--- src/rtl/par2ser_gearbox_if.sv ---
// Parallel-to-serial gearbox bus: word input handshake
// plus the sliced output stream and underflow status.
interface par2ser_gearbox_if #(
  parameter int CH     = 3,
  parameter int DIN_W  = 10,
  parameter int DOUT_W = 2,
  parameter int UFL_W  = 16
);
  logic                 din_valid;
  logic                 din_ready;
  logic [CH*DIN_W-1:0]  din;
  logic                 train_en;
  logic [DIN_W-1:0]     train_word;
  logic [CH*DOUT_W-1:0] dout;
  logic                 dout_valid;
  logic                 word_start;
  logic                 underflow;
  logic [UFL_W-1:0]     ufl_cnt;

  modport master (
    output din_valid, din, train_en, train_word,
    input  din_ready, dout, dout_valid,
    input  word_start, underflow, ufl_cnt
  );

  modport slave (
    input  din_valid, din, train_en, train_word,
    output din_ready, dout, dout_valid,
    output word_start, underflow, ufl_cnt
  );
endinterface

--- src/rtl/par2ser_gearbox.sv ---
// Multi-channel parallel-to-serial gearbox: DIN_W words
// sliced into DOUT_W chunks, one chunk per clkx1 cycle.
module par2ser_gearbox #(
  parameter int               CH        = 3,
  parameter int               DIN_W     = 10,
  parameter int               DOUT_W    = 2,
  parameter int               MSB_FIRST = 0,
  parameter logic [DIN_W-1:0] IDLE_WORD = 10'b1101010100,
  parameter int               UFL_W     = 16
) (
  input logic              clkx1,
  input logic              rst,
  par2ser_gearbox_if.slave bus
);
  localparam int RATIO = DIN_W / DOUT_W;
  localparam int CW    = $clog2(RATIO);
  localparam logic [CW-1:0] LAST = CW'(RATIO - 1);

  logic [CW-1:0]       cnt;
  logic [DIN_W-1:0]    sr  [CH];
  logic [DIN_W-1:0]    nxt [CH];
  logic [CH*DOUT_W-1:0] dout_w;
  logic                load;
  logic                idle_ld;
  logic                dv_q;
  logic                ws_q;
  logic                ufl_q;
  logic [UFL_W-1:0]    ufl_cnt_q;

  assign load    = (cnt == LAST);
  assign idle_ld = load && !bus.train_en && !bus.din_valid;

  assign bus.din_ready  = !rst && load && !bus.train_en;
  assign bus.dout       = dout_w;
  assign bus.dout_valid = dv_q;
  assign bus.word_start = ws_q;
  assign bus.underflow  = ufl_q;
  assign bus.ufl_cnt    = ufl_cnt_q;

  // training overrides data, data overrides idle fill
  always_comb begin
    for (int k = 0; k < CH; k++) nxt[k] = IDLE_WORD;
    unique case (1'b1)
      bus.train_en: begin
        for (int k = 0; k < CH; k++)
          nxt[k] = bus.train_word;
      end
      (!bus.train_en && bus.din_valid): begin
        for (int k = 0; k < CH; k++)
          nxt[k] = bus.din[k*DIN_W +: DIN_W];
      end
      default: begin
        for (int k = 0; k < CH; k++)
          nxt[k] = IDLE_WORD;
      end
    endcase
  end

  always_comb begin
    dout_w = '0;
    for (int k = 0; k < CH; k++) begin
      if (MSB_FIRST != 0)
        dout_w[k*DOUT_W +: DOUT_W] = sr[k][DIN_W-1 -: DOUT_W];
      else
        dout_w[k*DOUT_W +: DOUT_W] = sr[k][DOUT_W-1:0];
    end
  end

  always_ff @(posedge clkx1 or posedge rst) begin
    if (rst) begin
      cnt <= LAST;
      for (int k = 0; k < CH; k++) sr[k] <= '0;
    end else if (load) begin
      cnt <= '0;
      for (int k = 0; k < CH; k++) sr[k] <= nxt[k];
    end else begin
      cnt <= cnt + 1'b1;
      for (int k = 0; k < CH; k++) begin
        if (MSB_FIRST != 0) sr[k] <= sr[k] << DOUT_W;
        else                sr[k] <= sr[k] >> DOUT_W;
      end
    end
  end

  // the very first load after reset is not a starvation event
  always_ff @(posedge clkx1 or posedge rst) begin
    if (rst) begin
      dv_q      <= 1'b0;
      ws_q      <= 1'b0;
      ufl_q     <= 1'b0;
      ufl_cnt_q <= '0;
    end else begin
      ws_q  <= load;
      ufl_q <= idle_ld && dv_q;
      if (load) dv_q <= 1'b1;
      if (idle_ld && dv_q && (ufl_cnt_q != '1))
        ufl_cnt_q <= ufl_cnt_q + 1'b1;
    end
  end
endmodule
--- src/flat_wrapper.sv ---
// flat-port wrapper written by rule: the top's interface ports become plain ports
module par2ser_gearbox_flat 
#(
  parameter int               CH        = 3,
  parameter int               DIN_W     = 10,
  parameter int               DOUT_W    = 2,
  parameter int               MSB_FIRST = 0,
  parameter logic [DIN_W-1:0] IDLE_WORD = 10'b1101010100,
  parameter int               UFL_W     = 16
)
  (clkx1, rst, bus_din_valid, bus_din, bus_train_en, bus_train_word, bus_din_ready, bus_dout, bus_dout_valid, bus_word_start, bus_underflow, bus_ufl_cnt);
  par2ser_gearbox_if #(.CH(CH), .DIN_W(DIN_W), .DOUT_W(DOUT_W), .UFL_W(UFL_W)) bus_i ();
  input logic clkx1;
  input logic rst;
  input wire logic [$bits(bus_i.din_valid)-1:0] bus_din_valid;
  input wire logic [$bits(bus_i.din)-1:0] bus_din;
  input wire logic [$bits(bus_i.train_en)-1:0] bus_train_en;
  input wire logic [$bits(bus_i.train_word)-1:0] bus_train_word;
  output wire logic [$bits(bus_i.din_ready)-1:0] bus_din_ready;
  output wire logic [$bits(bus_i.dout)-1:0] bus_dout;
  output wire logic [$bits(bus_i.dout_valid)-1:0] bus_dout_valid;
  output wire logic [$bits(bus_i.word_start)-1:0] bus_word_start;
  output wire logic [$bits(bus_i.underflow)-1:0] bus_underflow;
  output wire logic [$bits(bus_i.ufl_cnt)-1:0] bus_ufl_cnt;
  assign bus_i.din_valid = bus_din_valid;
  assign bus_i.din = bus_din;
  assign bus_i.train_en = bus_train_en;
  assign bus_i.train_word = bus_train_word;
  assign bus_din_ready = bus_i.din_ready;
  assign bus_dout = bus_i.dout;
  assign bus_dout_valid = bus_i.dout_valid;
  assign bus_word_start = bus_i.word_start;
  assign bus_underflow = bus_i.underflow;
  assign bus_ufl_cnt = bus_i.ufl_cnt;
  par2ser_gearbox #(.CH(CH), .DIN_W(DIN_W), .DOUT_W(DOUT_W), .MSB_FIRST(MSB_FIRST), .IDLE_WORD(IDLE_WORD), .UFL_W(UFL_W)) u_core (.clkx1(clkx1), .rst(rst), .bus(bus_i));
endmodule
--- config.mk ---
export PLATFORM = sky130hd
export DESIGN_NAME = par2ser_gearbox_flat
export DESIGN_NICKNAME = d
export VERILOG_FILES = /design/src/rtl/par2ser_gearbox_if.sv /design/src/rtl/par2ser_gearbox.sv /design/src/flat_wrapper.sv
export SDC_FILE = /design/constraint.sdc
export NUM_CORES = 1
export LEC_CHECK = 0
export ABC_CLOCK_PERIOD_IN_PS = 2400
export BUFFER_PORTS_ARGS = -buffer_cell sky130_fd_sc_hd__buf_4
export CORE_AREA = 2 2 111 70
export CTS_BUF_LIST = sky130_fd_sc_hd__clkbuf_4 sky130_fd_sc_hd__clkbuf_8 sky130_fd_sc_hd__clkbuf_16
export DETAILED_ROUTE_END_ITERATION = 7
export DIE_AREA = 0 0 113 72
export PLACE_DENSITY = 0.55
export SKIP_CTS_REPAIR_TIMING = 1
export SLEW_MARGIN = 10
export SYNTH_ARGS = -nofsm -noshare
export SYNTH_HDL_FRONTEND = slang
export SYNTH_SLANG_ARGS = --single-unit
--- constraint.sdc ---
create_clock -name clkx1 -period 2.4 [get_ports clkx1]
set_input_delay 0.24 -clock clkx1 [delete_from_list [all_inputs] [get_ports clkx1]]
set_output_delay 0.24 -clock clkx1 [all_outputs]
set_load 0.1 [all_outputs]
# Word level (Yosys, flattened, before mapping)
# Cells that the tools add are included.
# word_totals
regBits	52
in_bits	44
out_inout_bits	26
wordCells	25
# op_classes
addsub	2
n_eq_ne	2
muxes	3
reduce_logical	10
# ops
op	count
$pmux 30 s2	1
$mux 30	1
$add 16x1->16 const B	1
$ne 16x16->1 const B	1
$logic_and 1x1->1	7
$add 3x1->3 const B	1
$eq 3x3->1 const B	1
$logic_not 1->1	3
$mux 3	1

# Longest topological paths before layout
# depth
ltp_word	5
mapped_depth	8
ltp_nobuf	7

# Worst setup path before layout
# No wires, ideal clock.
# synth_path
kind	register -> register
start	reg u_core.ufl_cnt_q[0] (netlist: u_core.bus.ufl_cnt[0])
end	reg u_core.ufl_cnt_q[14] (netlist: u_core.bus.ufl_cnt[14])
setup_ps	126
arrival_time_ps	2254
t_required_ps	2274
slack_ps	20
stages_incl_launch_ff	6
n_path_buf	0
synth_period_minus_slack_ps	2380
cell_sequence	dfrtp_1 -> ha_1 -> nand4_1 -> nor2_1 -> nor4b_2 -> mux2_2
# synth_via
elab_chain_cells	2
word_cells_on_any_way	3
classes_between	add/sub (1); eq/ne (1); reduce/logical (1)
# synth_lines
element	line_no	text
from (decl)	par2ser_gearbox.sv:28	logic [UFL_W-1:0] ufl_cnt_q;
from (signal assigned)	par2ser_gearbox.sv:97	ufl_cnt_q <= ufl_cnt_q + 1'b1;
parallel branches: the longest is 2 deep, another holds $add 16x1->16	--	
# Parallel ways; which one is timed is not known.
# A chain may end at the register's enable or synchronous reset.

# Worst setup path in the final report
# layout_path
start	reg u_core.cnt[0]
end	reg u_core.ufl_cnt_q[14] (netlist: u_core.bus.ufl_cnt[14])
# layout_via
elab_chain_cells	5
# layout_lines
element	line_no	text
from (decl)	par2ser_gearbox.sv:19	logic [CW-1:0] cnt;
from (signal assigned)	par2ser_gearbox.sv:77	cnt <= cnt + 1'b1;
$eq 3x3->1	par2ser_gearbox.sv:30	assign load = (cnt == LAST);
$logic_and 1x1->1 (2 in a row)	par2ser_gearbox.sv:31	assign idle_ld = load && !bus.train_en && !bus.din_valid;
$logic_and 1x1->1 (2 in a row)	par2ser_gearbox.sv:96	if (idle_ld && dv_q && (ufl_cnt_q != '1))
# No other way between the ends.

==> flow_summary.ini <==
[status]
status = finished with violations
violations = DRC, hold timing

[synth]
synth_fp_nets = 281
synthesis.instances = 234
syn_area_per_cell_um2 = 10.4
synth_seq_cells = 52
yosys_warnings = 0
synth_cell_type_count = 39
yosys.area.top_type_share = 0.524
synth_area_leaders = dfrtp_1 52%, o21ai_0 7.6%, nand2_1 4.6%, a21oi_1 3.7%, nand2b_1 2.1%
yosysTopAreaCell = dfrtp_1
synth-seq-area-share = 0.534
synth_area_mm2 = 0.00244

[sta]
setup_violations = 0
fin_ws_ps = 487
period_share = 0.797
skew_ps = 3.50
rsz0062_at_grt = false
drv_slew = 0
relSlewSlack = 0.668
finalHoldViolations = 21
whs_ps = -19.2
fin_crit_ps = 1910
fmaxAchievable_ghz = 0.523
worst_pin_slew_ps = 494
final.setup.tns_ps = 0

[setup_path]
critPathMaxFanout = 7
worstPathArrival_ps = 2090
critPathCaptureType = flip-flop
cp-start-kind = flip-flop
worstSetupPathType = flip-flop to flip-flop
cp.required_ps = 2570

[clock_network]
cts_max_level = 2
worst_skew_pair.late_latency_ps = 290
tritoncts = done
cts_sinks = 52
cts_made_buffers = 5
cts_buffer_depth = 2
cts_root_buffer = clkbuf_16
path_clk_slew_ps = 70

[finish]
multi_input_area_mm2 = 0.00102
layout.cells.most_common_list = 70 x buf_4, 51 x dfrtp_1, 37 x o21ai_0
fin_cells = 390
fin_nets = 345
syn_to_final_growth_pct = 30.7
fill_cells = 678
antenna-diode-count = 0
seq_area_mm2 = 0.00130
drive_gt1_frac = 0.321
mostFrequentLayoutCell = buf_4

[drt]
via_count = 1802
first_iter_violations = 100
antenna_left = 0
wl_per_cell_um = 13.2
drc_errors = 2
wl_um = 5130
dr.pass1.iters = 6
viasPerCell = 4.62

[floorplan]
num_io_pins = 70
placement_rows = 24
start_util = 0.344
die_x_um = 113
die_h_um = 72
core_area_mm2 = 0.00709
die_area_mm2 = 0.00814

[global_route]
grt_pass1_vias = 1741
grt_max_degree = 39
grt_usage = 0.135
grt_pass1_wl_um = 8630
grt_overflow_total = 0
grt_antenna_before_repair = 0

[pwr]
power_density_mw_per_mm2 = 670
ir_drop_uv = 268
p_leak_uw = 0.00151

[place]
place_congestion = 0.784
io_buffers = 69
dp_slack_ps = 488
hpwl_um = 3870
dp.cells = 382

[worst_hold_path]
hold_class = input pin to asynchronous set/reset pin

[run]
maxCapViolations = 0
-- area by class of cell --
cell class | instances | area share
flip-flops and latches | 52 | 0.409
multi-input cells | 159 | 0.320
repair buffers | 72 | 0.177
clock buffers | 6 | 0.0436
well taps | 91 | 0.0357
inverters | 8 | 0.00942
clock inverters | 2 | 0.00550
-- final timing paths --
path | start | end | slack, ps | cells past startpoint
worst max-delay path | u_core.cnt[0] | u_core.bus.ufl_cnt[14] | 490 | 6
worst min-delay path | rst | u_core.sr[12] | -20 | 2
worst max register to register | u_core.cnt[0] | u_core.bus.ufl_cnt[14] | 490 | 6
worst min register to register | u_core.sr[9] | u_core.sr[7] | 450 | 2
max in group asynchronous | rst | u_core.cnt[2] | 1830 | 3
min in group clkx1 | bus_din[8] | u_core.sr[28] | 170 | 2
-- flip-flops by register name (all words and copies together), names as in the netlist --
register,flops
u_core.sr,24
u_core.bus.dout,6
u_core.bus.ufl_cnt,16
u_core.bus.word_start,1
u_core.bus.dout_valid,1
u_core.bus.underflow,1
u_core.cnt,3
-- cell usage after synthesis, drive strengths merged --
| cell type | n |
|---|---|
| and2 | 5 |
| xor2 | 3 |
| o21a | 6 |
| nand2 | 30 |
| nor2 | 6 |
| mux2 | 7 |
| a31oi | 2 |
| xnor2 | 3 |
| nand3 | 7 |
| ha | 3 |
| nor4b | 2 |
| dfstp | 1 |
| and3 | 2 |
| inv | 8 |
| a21oi | 18 |
| and4 | 1 |
| o21ai | 37 |
| nor3 | 2 |
| buf | 7 |
| o31ai | 1 |
| nand3b | 2 |
| or2 | 1 |
| nand2b | 8 |
| mux2i | 1 |
| nand4 | 5 |
| nor4 | 3 |
| dfrtp | 51 |
| o2111ai | 1 |
| clkbuf | 8 |
| nor2b | 1 |
| a41oi | 2 |
-- cell families after synthesis --
| logic type | after synthesis | synth area share |
|---|---|---|
| and+or+nand+nor | 75 | 0.193 |
| AOI/OAI and AO/OA | 67 | 0.150 |
| DFF | 52 | 0.534 |
| buffers and inverters | 23 | 0.0477 |
| muxes | 8 | 0.0380 |
| xor gates and xnor gates | 6 | 0.0216 |
| adders and majority gates | 3 | 0.0154 |
-- critical path, stage by stage (launching register included) --
cell and delay, ps:
dfrtp_1 400, inv_1 70, ha_1 230, nand3b_4 120
or2_1 370, nor4b_2 270, mux2_2 360
-- layer usage --
metal | global-route usage | wire (um)
met1 | 0.201 | 2560
met2 | 0.194 | 2190
met3 | 0.0368 | 331
met4 | 0.0366 | 51
met5 | 0 | 0
-- stage by stage --
stage	power, uW	instance area (um2)	utilization
after floorplan	1280	2440	-
after global placement	1410	3030	0.428
after detailed placement	1420	3030	0.428
after CTS	2160	3190	0.450
after global routing	2240	3190	0.450
final	2130	3190	0.450
-- power breakdown --
part / switching, uW / internal [uW]
sequential: 37.4 / 907
combinational: 311 / 139
clock: 317 / 423
total: 665 / 1470
Power figures use the tool's default switching activity.
